===== src/rtl/enc_pwm_pkg.sv =====
// enc_pwm_pkg: quadrature states, direction codes, decode helper
// shared by enc_pwm_channel and enc_pwm_array
package enc_pwm_pkg;

  localparam logic [1:0] Q00 = 2'b00;
  localparam logic [1:0] Q10 = 2'b10;
  localparam logic [1:0] Q11 = 2'b11;
  localparam logic [1:0] Q01 = 2'b01;

  typedef enum logic [1:0] {
    DIR_NONE,
    DIR_UP,
    DIR_DOWN,
    DIR_ERR
  } dir_t;

  // {A,B} history -> direction; A leading B counts up
  function automatic dir_t quad_decode(
    input logic [1:0] prev,
    input logic [1:0] cur
  );
    dir_t d;
    d = DIR_NONE;
    if (prev == cur) begin
      d = DIR_NONE;
    end else if ((prev ^ cur) == 2'b11) begin
      d = DIR_ERR;
    end else begin
      unique case (prev)
        Q00: d = (cur == Q10) ? DIR_UP : DIR_DOWN;
        Q10: d = (cur == Q11) ? DIR_UP : DIR_DOWN;
        Q11: d = (cur == Q01) ? DIR_UP : DIR_DOWN;
        Q01: d = (cur == Q00) ? DIR_UP : DIR_DOWN;
        default: d = DIR_NONE;
      endcase
    end
    return d;
  endfunction

endpackage


===== src/rtl/enc_pwm_channel.sv =====
// enc_pwm_channel: one encoder->PWM lane (sync, x4 decode, duty, PWM, err)
// ports: clk/reset, enc_a/enc_b pins, prime, cnt, err_clr -> pwm, duty, err
import enc_pwm_pkg::*;

module enc_pwm_channel #(
  parameter int PWM_W       = 8,
  parameter int STEP        = 1,
  parameter int SYNC_STAGES = 2
) (
  input  logic             clk,
  input  logic             reset,
  input  logic             enc_a,
  input  logic             enc_b,
  input  logic             prime,
  input  logic [PWM_W-1:0] cnt,
  input  logic             err_clr,
  output logic             pwm,
  output logic [PWM_W-1:0] duty,
  output logic             err
);

  localparam logic [PWM_W:0] MAX_W  =
    {1'b0, {PWM_W{1'b1}}};
  localparam logic [PWM_W:0] STEP_W =
    (PWM_W+1)'(STEP);

  logic [SYNC_STAGES-1:0] sa;
  logic [SYNC_STAGES-1:0] sb;
  logic [1:0]             cur;
  logic [1:0]             prev_ab;
  logic [PWM_W-1:0]       shadow;
  logic [PWM_W-1:0]       eff;
  logic [PWM_W-1:0]       duty_nxt;
  logic [PWM_W:0]         up_sum;
  logic [PWM_W:0]         dn_diff;
  dir_t                   dir;

  assign cur = {sa[SYNC_STAGES-1], sb[SYNC_STAGES-1]};

  // period boundary takes the live duty so the new value
  // lines up with the first count of the period
  assign eff = (cnt == '0) ? duty : shadow;

  always_comb begin
    dir      = DIR_NONE;
    duty_nxt = duty;
    up_sum   = {1'b0, duty} + STEP_W;
    dn_diff  = {1'b0, duty} - STEP_W;
    if (!prime) begin
      dir = quad_decode(prev_ab, cur);
    end
    unique case (dir)
      DIR_UP: begin
        if (up_sum > MAX_W) duty_nxt = MAX_W[PWM_W-1:0];
        else duty_nxt = up_sum[PWM_W-1:0];
      end
      DIR_DOWN: begin
        // borrow out of the wide subtract means underflow
        if (dn_diff[PWM_W]) duty_nxt = '0;
        else duty_nxt = dn_diff[PWM_W-1:0];
      end
      default: duty_nxt = duty;
    endcase
  end

  always_ff @(posedge clk) begin
    if (!reset) begin
      sa      <= '0;
      sb      <= '0;
      prev_ab <= '0;
      duty    <= '0;
      shadow  <= '0;
      pwm     <= 1'b0;
      err     <= 1'b0;
    end else begin
      sa      <= {sa[SYNC_STAGES-2:0], enc_a};
      sb      <= {sb[SYNC_STAGES-2:0], enc_b};
      prev_ab <= cur;
      duty    <= duty_nxt;
      shadow  <= eff;
      pwm     <= (cnt < eff);
      err     <= (err & ~err_clr) | (dir == DIR_ERR);
    end
  end

endmodule


===== src/rtl/enc_pwm_array.sv =====
// enc_pwm_array: N-channel quadrature encoder to PWM controller
// ports: clk, reset(n), enc_a/enc_b, err_clr -> pwm_out, duty_o, err_o
import enc_pwm_pkg::*;

module enc_pwm_array #(
  parameter int CHANNELS    = 3,
  parameter int PWM_W       = 8,
  parameter int STEP        = 1,
  parameter int SYNC_STAGES = 2
) (
  input  logic                      clk,
  input  logic                      reset,
  input  logic [CHANNELS-1:0]       enc_a,
  input  logic [CHANNELS-1:0]       enc_b,
  input  logic                      err_clr,
  output logic [CHANNELS-1:0]       pwm_out,
  output logic [CHANNELS*PWM_W-1:0] duty_o,
  output logic [CHANNELS-1:0]       err_o
);

  localparam int PCW = $clog2(SYNC_STAGES + 2);
  localparam logic [PCW-1:0] PRIME_INIT =
    PCW'(SYNC_STAGES + 1);
  localparam logic [PWM_W-1:0] CNT_LAST =
    {{(PWM_W-1){1'b1}}, 1'b0};

  logic [PCW-1:0]   prime_cnt;
  logic [PWM_W-1:0] cnt;
  logic             prime;

  assign prime = (prime_cnt != '0);

  always_ff @(posedge clk) begin
    if (!reset) begin
      cnt       <= '0;
      prime_cnt <= PRIME_INIT;
    end else begin
      cnt <= (cnt == CNT_LAST) ? '0 : cnt + 1'b1;
      if (prime) prime_cnt <= prime_cnt - 1'b1;
    end
  end

  for (genvar i = 0; i < CHANNELS; i++) begin : g_ch
    enc_pwm_channel #(
      .PWM_W      (PWM_W),
      .STEP       (STEP),
      .SYNC_STAGES(SYNC_STAGES)
    ) u_ch (
      .clk    (clk),
      .reset  (reset),
      .enc_a  (enc_a[i]),
      .enc_b  (enc_b[i]),
      .prime  (prime),
      .cnt    (cnt),
      .err_clr(err_clr),
      .pwm    (pwm_out[i]),
      .duty   (duty_o[i*PWM_W +: PWM_W]),
      .err    (err_o[i])
    );
  end

endmodule


===== config.mk =====
export PLATFORM = sky130hd
export DESIGN_NAME = enc_pwm_array
export DESIGN_NICKNAME = d
export VERILOG_FILES = /design/src/rtl/enc_pwm_pkg.sv /design/src/rtl/enc_pwm_channel.sv /design/src/rtl/enc_pwm_array.sv
export SDC_FILE = /design/constraint.sdc
export NUM_CORES = 1
export LEC_CHECK = 0
export CAP_MARGIN = 20
export CORE_ASPECT_RATIO = 1.1
export CORE_MARGIN = 2
export CORE_UTILIZATION = 30
export CTS_CLUSTER_SIZE = 30
export DETAILED_ROUTE_END_ITERATION = 12
export PLACE_DENSITY = 0.59
export RECOVER_POWER = 50
export SKIP_CTS_REPAIR_TIMING = 1
export SLEW_MARGIN = 20
export SYNTH_ARGS = -nofsm -noshare
export SYNTH_HDL_FRONTEND = slang
export SYNTH_SLANG_ARGS = --single-unit

===== constraint.sdc =====
create_clock -name clk -period 2.8 [get_ports clk]
set_clock_uncertainty 0.1 [all_clocks]
set_input_delay 0.56 -clock clk [delete_from_list [all_inputs] [get_ports clk]]
set_output_delay 0.56 -clock clk [all_outputs]
set_load 0.1 [all_outputs]

Word-level counts from Yosys, hierarchy flattened. Index checks and enable logic that the tools add are counted.

Register bits after elaboration: 82. Word-level logic and storage cells: 130.

$add $sub $neg: 8. Magnitude comparators: 6. Equal/unequal tests: 34. Multiplexer cells: 36. Bitwise gates (word level): 11. Reduce and logical (&&, ||, !) cells: 12.

Operators with widths (count): $mux W8 (9); $pmux W8 S2 (3); $eq A2 B2 Y1 const B (21); $mux W2 (21); $add A8 B1 Y9 const B (3); $gt A9 B8 Y1 const B (3); $sub A8 B1 Y9 const B (3); $lt A8 B8 Y1 (3); $pmux W2 S4 (3); $eq A2 B1 Y1 const B (9); $logic_not A2 Y1 (6); $add A8 B1 Y8 const B (1); $eq A8 B8 Y1 const B (1); $logic_not A8 Y1 (1); $reduce_bool A2 Y1 (4); $eq A2 B2 Y1 (3); $xor A2 B2 Y2 (3); $and A1 B1 Y1 (3); $or A1 B1 Y1 (3); $not A1 Y1 (2); $reduce_or A2 Y1 (1); $sub A2 B1 Y2 const B (1).

Longest topological paths before layout. Gate-level depths: netlist of the first run.

Depth after elaboration: 8. Mapped depth: 14. Mapped depth without buffers: 12.

By module. From an unflattened synthesis of the first run, not the netlist that was laid out.

Cells, all modules: 634. Area total of the unflattened synthesis: 5163.7 um^2.

Modules (own cells, without submodules): enc_pwm_channel (instances 3, cells an instance 195, area each 1566.5 um^2, sequential area each 480.5 um^2); enc_pwm_array (instances 1, cells an instance 49, area each 464.2 um^2, sequential area each 200.2 um^2).

Worst setup path before layout of the first run. Ideal clock, no wire load.

Path type: reg-to-reg. Start point: register g_ch[1].u_ch.duty[2]. End point: register g_ch[1].u_ch.pwm. Setup time: 103 ps. Data arrival time: 2696 ps. Required time: 2597 ps. Path slack: -99 ps. Cell stages (with the launch flop): 10. Path buffers: 1. Period minus slack after synthesis: 2899 ps. Cell sequence: dfxtp_1 clkbuf_1 inv_1 nor2_1 a21oi_1 ha_1 a21oi_1 nor2b_1 or4_1 a2111oi_2.

Longest elaborated chain between the ends: 2.

Ends and longest elaborated chain: start, declared (line enc_pwm_channel.sv:18) `output logic [PWM_W-1:0] duty,`; start signal, assigned (line enc_pwm_channel.sv:79) `duty <= duty_nxt;`; $mux W8 (line enc_pwm_channel.sv:42) `assign eff = (cnt == '0) ? duty : shadow;`; $lt A8 B8 Y1 (line enc_pwm_channel.sv:81) `pwm <= (cnt < eff);`; end signal, assigned (line enc_pwm_channel.sv:81); end, declared (line enc_pwm_channel.sv:17) `output logic pwm,`.

Every way passes these cells. A chain may end at the register's enable or synchronous reset.

Worst setup path after layout of the first run.
Start point: register cnt[0]. End point: register g_ch[1].u_ch.pwm.

Longest elaborated chain between the ends: 3.

Ends and longest elaborated chain: start, declared (line enc_pwm_array.sv:28) `logic [PWM_W-1:0] cnt;`; start signal, assigned (line enc_pwm_array.sv:38) `cnt <= (cnt == CNT_LAST) ? '0 : cnt + 1'b1;`; $logic_not A8 Y1 (line enc_pwm_channel.sv:42); $mux W8 (line enc_pwm_channel.sv:42); $lt A8 B8 Y1 * (line enc_pwm_channel.sv:81).

Mark *: on every way between the ends. The rest lies on a longest branch, timed or not.

==> run metrics, run 1 <==
Via density 5.23; final instance area around 5700 um^2; status finished, final reports clean; Clock Path Buffers 2; # IOs 39; Worst-Margin Slew about 0.63 ns; Inserted Diodes 0; multiplexer area fraction after synthesis 7.41%; Synth Area in Adders roughly 10%; reg2reg setup slack ~0.14 ns; port bufs 38; grt met3 use 2.01%; Critical Path AT approximately 2.8 ns; sequential area share after synthesis roughly 35%; post-route ant nets 0; Pwr Density between 500 and 600 nW/um^2; GRT met2 Usage 23.9%; Filler Cells Inserted around 1600; vias roughly 4200; initial core utilization about 30%; Min-Delay Path Class flip-flop to flip-flop; routing usage on met1 a little under a fifth; CTS sink cnt 82; DP Area approximately 5300 um^2; CTS Buf Count 9; WP data required a little under 3 ns; synth warn 0; RSZ-0062 raised after global routing true; final wirelength between 10000 and 15000 um; max-slew violation count 0; residual DRC count 0; net count after synthesis 623; Die Wd 124 um; DRT Pass-1 Iters 5; Core ar. 15600 um^2; Multi-input gate area 2880 um^2; Netlist cell types 58; LEAKAGE ~0.0023 uW; critical path launch point type flip-flop; clock root buffer clkbuf_16; Post-synth EDFFs 0; H-Tree Depth 3; Core Util, Final 36.4%; Tot Pwr 2890 uW; synthesized area per cell 8.22 um^2; Final min period 2.66 ns; Site Rows between 40 and 50; vias in the first global route between 4000 and 5000; Crit Path Class flip-flop to flip-flop; Synth Instances between 500 and 600; Fmax about 380 MHz; CTS tree done; Synth Area in Simple Gates 23.0%; share of layout cells above drive strength 1 ~15%; Worst VDD drop ~0.00026 V; All-Layer GR Usage 14.0%; Post-Synth XOR/XNOR Area under 10%; WL/cell between 10 and 15 um; Layout Nets 650; GR peak layer met2; CTS clk-pin slew, worst paths 0.06 ns; largest net degree at the start of global routing 25; later-pin clock latency in the skew report between 0.3 and 0.4 ns; register area between 1500 and 2000 um^2; Layout area overhead 19.6%; Synth Cell Area about 4700 um^2; Slew HR 58.2%; number of max-cap violations 0; hold_ws between 0.3 and 0.4 ns; asr flop ratio synth 0%; setup violators final 0; Max FO, Critical Path 11; Hold Vio Cnt, Final 0; detailed placer's ending HPWL approximately 8200 um; complex-gate fraction of the synthesized area 16.6%; combinational family with the most area after synthesis simple AND/OR/NAND/NOR gates; total grt overflow 0; initial antenna violation count 0; final worst-path cycle share between 90% and 100%; global-route wire length before repair between 15000 and 20000 um; FF+latch count, synth a little over 80; dominant synthesized flop cell dfxtp_1; GP Congestion 0.886; Die H ~140 um; die area around 17000 um^2; initial detailed-routing violation count approximately 430; Worst setup EP type flip-flop
## metal layers
metal / vias up / part of all wire [%]
met2: 93 / 49
li1: 2106 / -
met4: 0 / 1.8
met1: 2015 / 45
met5: - / 0
met3: 14 / 3.4
## layout by cell type, fill, tap and decap left out, types with 5 or more instances in the layout
cell type,instances
ha_1,37
dfxtp_1,80
nand2_1,30
nand4_1,11
a311oi_1,5
a31oi_1,8
clkbuf_16,9
nor4_1,7
a211oi_1,7
and2_1,22
nor2b_1,6
clkdlybuf4s50_1,8
mux2i_1,33
buf_4,51
nand3_1,18
xor2_1,8
a21oi_1,31
inv_1,26
nor2_1,72
nor3_1,18
o22ai_1,5
o21ai_0,31
## kinds of logic (layout without fill, tap and decap cells)
kind of cell | Yosys count | in the layout
compound gates | 123 | 123
simple gates | 216 | 216
fa+ha+maj | 37 | 37
mux | 35 | 35
xor+xnor | 12 | 12
buf+inv | 72 | 104
flops | 82 | 82
## critical path, stage by stage (launching register included)
cell and delay, ns:
dfxtp_1 0.31, inv_1 0.08, ha_1 0.15, nor4b_4 0.20, nand2_2 0.13, buf_8 0.17, nor2_2 0.10, a21oi_2 0.05
ha_1 0.32, a21oi_2 0.15, nor2b_1 0.07, or4_4 0.43, a2111oi_4 0.30
## where the power goes
group	switching, uW	internal (uW)	total (uW)
sequential	27.4	1200	1230
clock	489	745	1230
combinational	262	162	424
total	779	2110	2890
## sequential cells by signal, indices dropped and copies added (netlist names)
| name | count |
|---|---|
| g_ch.u_ch.duty | 24 |
| g_ch.u_ch.shadow | 24 |
| cnt | 8 |
| g_ch.u_ch.prev_ab | 6 |
| g_ch.u_ch.sa | 6 |
| g_ch.u_ch.sb | 6 |
| g_ch.u_ch.err | 3 |
| g_ch.u_ch.pwm | 3 |
| prime_cnt | 2 |
## worst paths after layout
kind	startpoint	to	depth (start not counted)
worst max-delay path	cnt[0]$_SDFF_PP0_	g_ch[1].u_ch.pwm$_SDFF_PN0_	12
worst min-delay path	g_ch[0].u_ch.sa[0]$_SDFF_PN0_	g_ch[0].u_ch.sa[1]$_SDFF_PN0_	1
worst max register to register	cnt[0]$_SDFF_PP0_	g_ch[1].u_ch.pwm$_SDFF_PN0_	12
worst min register to register	g_ch[0].u_ch.sa[0]$_SDFF_PN0_	g_ch[0].u_ch.sa[1]$_SDFF_PN0_	1
## cells in the mapped netlist, drive strengths merged (5+ instances only)
master  instances  share of area, %
a211oi          7               1.1
a21oi          33               3.5
a311oi          6               1.1
a31oi           8               1.1
and2           23               3.0
buf            10               1.5
clkbuf         35               2.8
dfxtp          82                35
ha             37               9.8
inv            27               2.1
mux2i          34               7.2
nand2          31               2.5
nand3          18               1.9
nand4          11               1.5
nor2           73               5.8
nor2b           8               1.1
nor3           18               1.9
nor4            7              0.92
o21ai          32               3.4
o22ai           5              0.66
xor2            8               1.5
## through the flow
stage | setup TNS (ns) | setup slack [ns] | instances
2_1_floorplan | 0 | 0.00940 | 577
3_3_place_gp | 0 | 0.117 | 791
3_5_place_dp | -0.0767 | -0.0492 | 791
4_1_cts | -0.0987 | -0.0938 | 807
5_1_grt | -0.0434 | -0.0434 | 809
6_report | 0 | 0.143 | 809
## final cells by class
| class | count | area share, % |
|---|---|---|
| inverter | 27 | 1.79 |
| sequential | 82 | 29.0 |
| multi-input combinational | 423 | 50.7 |
| clock buffer | 11 | 4.45 |
| clock inverter | 5 | 1.08 |
| timing repair buffer | 61 | 8.62 |
| tap | 200 | 4.41 |
No activity file was read; power rests on OpenSTA's default activity.
==> run 2: changes to the inputs <==
Settings changed: SYNTH_HIERARCHICAL set to 1.
==> run 2 against run 1 <==
Sequential power grew 4%. Routed wire length grew 4.6%. Worst setup slack gained 0.15 ns. Utilization shrank 0.63 points. Global-route usage is 0.31 points lower. Hold slack lost 0.0021 ns. Sequential share of layout area is 1.9 points lower. First-iteration DRC count shrank 23%. Die area is 8.5% higher. Register-to-register slack improved by 0.15 ns. Via count is 9.5% higher. Critical endpoint is now g_ch[0].u_ch/pwm$_SDFF_PN0_. Highest routed layer unchanged.
==> run metrics, run 2 <==
status finished, final reports clean; area leader, netlist dfxtp_1; largest net degree at the start of global routing 81 (+220%); Via density 5.15 (-1.4%); count leader, synth dfxtp_1; initial antenna violation count 0 (unchanged); Final min period 2.51 ns (-0.146 ns); later-pin clock latency in the skew report 0.33 ns (about the same); total grt overflow 0 (unchanged); Inserted Diodes 0 (unchanged); LEAKAGE 0.00232 uW (+2.0%); clock root buffer clkbuf_16; sequential area share after synthesis 31.8% (-2.8 points); synth top area cells dfxtp_1 32%, ha_1 8.7%, a21oi_1 4.4%; CTS clk-pin slew, worst paths 0.06 ns (about the same); CP startpoint cnt[4]$_SDFF_PP0_; Layout area overhead 17.3%; slowest stage cell, crit path dfxtp_1; vias 4631 (+9.5%); Worst-Margin Slew 1.38 ns (+0.758 ns); switching power 965 uW (+24%); residual DRC count 0 (unchanged); # IOs 39 (unchanged); power share of the combinational group 19.6% (+4.9 points); Worst setup EP type flip-flop; max-slew violation count 0 (unchanged); Min-Delay Path Class flip-flop to flip-flop; initial core utilization 30.5% (+0.065 points); GP Congestion 0.798 (-9.9%); Setup TNS 0 ns (unchanged); Core ar. 17000 um^2 (+8.6%); die area 18300 um^2 (+8.5%); Die H 142 um (+4.2%); initial detailed-routing violation count 326 (-23%); critical path launch point type flip-flop; Critical Path AT 2.65 ns (-0.14 ns); delay of the slowest cell on the worst path 0.44 ns (about the same); Tot Pwr 3190 uW (+10%); Die Wd 129 um (+4.2%); Pwr Density 526 nW/um^2 (+3.6%); dominant synthesized flop cell dfxtp_1; Int Power 2220 uW (+5.5%); synth warn 6 (+6); All-Layer GR Usage 13.7% (-0.31 points); Slew HR 7.75% (-50 points); post-route ant nets 0 (unchanged); setup violators final 0 (unchanged); Hold Vio Cnt, Final 0 (unchanged); CTS tree done; Clock Path Buffers 2 (unchanged); detailed placer's ending HPWL 8360 um (+1.9%); most frequent cells in the layout 82 x dfxtp_1, 45 x a21oi_1, 44 x nor2_1; net count after synthesis 679 (+9.0%); synth cell count leaders 82 x dfxtp_1, 45 x a21oi_1, 44 x nor2_1, 40 x o21ai_0, 39 x clkbuf_1; beginning of the worst hold path g_ch[0].u_ch/sa[0]$_SDFF_PN0_; Crit Path Class flip-flop to flip-flop; CTS Buf Count 9 (unchanged); share of layout cells above drive strength 1 14.1% (-0.81 points); Top Registers g_ch.u_ch/duty x24, g_ch.u_ch/shadow x24, cnt x8; Synth Cell Area 5160 um^2 (+8.8%); Worst VDD drop 0.000303 V (+18%); asr flop ratio synth 0% (unchanged); Synth Instances 634 (+9.9%); final wirelength 12200 um (+4.6%); number of max-cap violations 0 (unchanged); synthesized area per cell 8.14 um^2 (-0.98%); Netlist cell types 54 (-6.9%); CTS sink cnt 82 (unchanged); global-route wire length before repair 20800 um (+9.1%); vias in the first global route 4237 (+5.5%); switching share of power 30.3% (+3.3 points); final worst-path cycle share 89.7% (-5.2 points); Post-synth EDFFs 0 (unchanged); Max FO, Critical Path 9 (-2); port bufs 38 (unchanged); H-Tree Depth 3 (unchanged); crit path cell chain nor4_1, nand2_1, buf_4, mux2i_1, ha_1, a21o_1, a221oi_1; Site Rows 50 (+4.2%); Layout Nets 705 (+8.5%); Fmax 398 MHz (+5.8%); WP data required 2.94 ns (about the same); top cell type's share of synthesized area 31.8% (-2.8 points); FF+latch count, synth 82 (unchanged); sequential share of power 40.1% (-2.4 points); Clk pwr share 40.3% (-2.5 points); WL/cell 13.5 um (-5.9%); RSZ-0062 raised after global routing false; DRT Pass-1 Iters 4 (-1); commonest non-fill, non-tap cell in the layout dfxtp_1; reg2reg start cnt[4]$_SDFF_PP0_
[run 2: changes by cell type after synthesis, sizes merged, moves of 9 or more]
cell    previous run  this run
nor2              73        44
a21oi             33        45
mux2i             34        16
a21boi             2        15
o21ai             32        41
nor3              18         9
nand3             18        27
nor2b              8        27
nand2b             4        13
[run 2: layer usage]
layer | vias to the layer above | share of wire (%) | track usage (%)
met4 | 0 | 0.89 | 4.06
met2 | 55 | 48 | 22.3
met1 | 2187 | 49 | 19.0
li1 | 2382 | - | -
met3 | 7 | 2.5 | 1.77
met5 | - | 0 | 0
[run 2: cell type report]
type | count | area [um^2]
Timing Repair Buffer | 60 | 433
Tap cell | 234 | 293
Clock buffer | 9 | 225
Clock inverter | 7 | 101
Multi-Input combinational cell | 476 | 3250
Fill cell | 1756 | 10900
Inverter | 31 | 116
Sequential cell | 82 | 1640
[run 2: worst max-delay path, delay by kind of cell, from the launching register on]
family                     cells  cell delay, ns
AOI/OAI and AO/OA              2            0.45
adders and majority gates      1            0.29
buffers and inverters          1            0.22
DFF                            1            0.44
muxes                          1            0.23
and+or+nand+nor                2            0.68
[run 2: worst paths after layout]
kind,end,slack (ns),cells past startpoint
worst max-delay path,g_ch[0].u_ch/pwm$_SDFF_PN0_,0.29,7
worst min-delay path,g_ch[0].u_ch/sa[1]$_SDFF_PN0_,0.33,1
worst max register to register,g_ch[0].u_ch/pwm$_SDFF_PN0_,0.29,7
worst min register to register,g_ch[0].u_ch/sa[1]$_SDFF_PN0_,0.33,1
[run 2: power groups by stage]
stage                     logic (uW)  clock network [uW]  registers (uW)
after floorplan                  359                   0            1420
after global placement           633                   0            1300
after detailed placement         635                   0            1300
after CTS                        636                1320            1280
after global routing             687                1370            1290
final                            626                1280            1280
[run 2: kinds of logic after synthesis]
logic type	after synthesis	synth area share (%)
simple gates	229	24.4
compound gates	186	24.4
flops	82	31.8
buf+inv	76	6.03
fa+ha+maj	36	8.72
mux	16	3.10
xor+xnor	9	1.53
[run 2: metrics by stage]
step	cell area [um^2]	utilization, %	hold slack, ns	setup WS, ns	instances
global route	6060	35.7	0.350	0.0309	899
floorplan	5160	-	0.312	0.104	634
finish	6060	35.7	0.332	0.289	899
CTS	6070	35.8	0.333	0.170	899
detailed placement	5740	33.9	0.317	0.201	883
global placement	5740	33.9	0.313	0.201	883
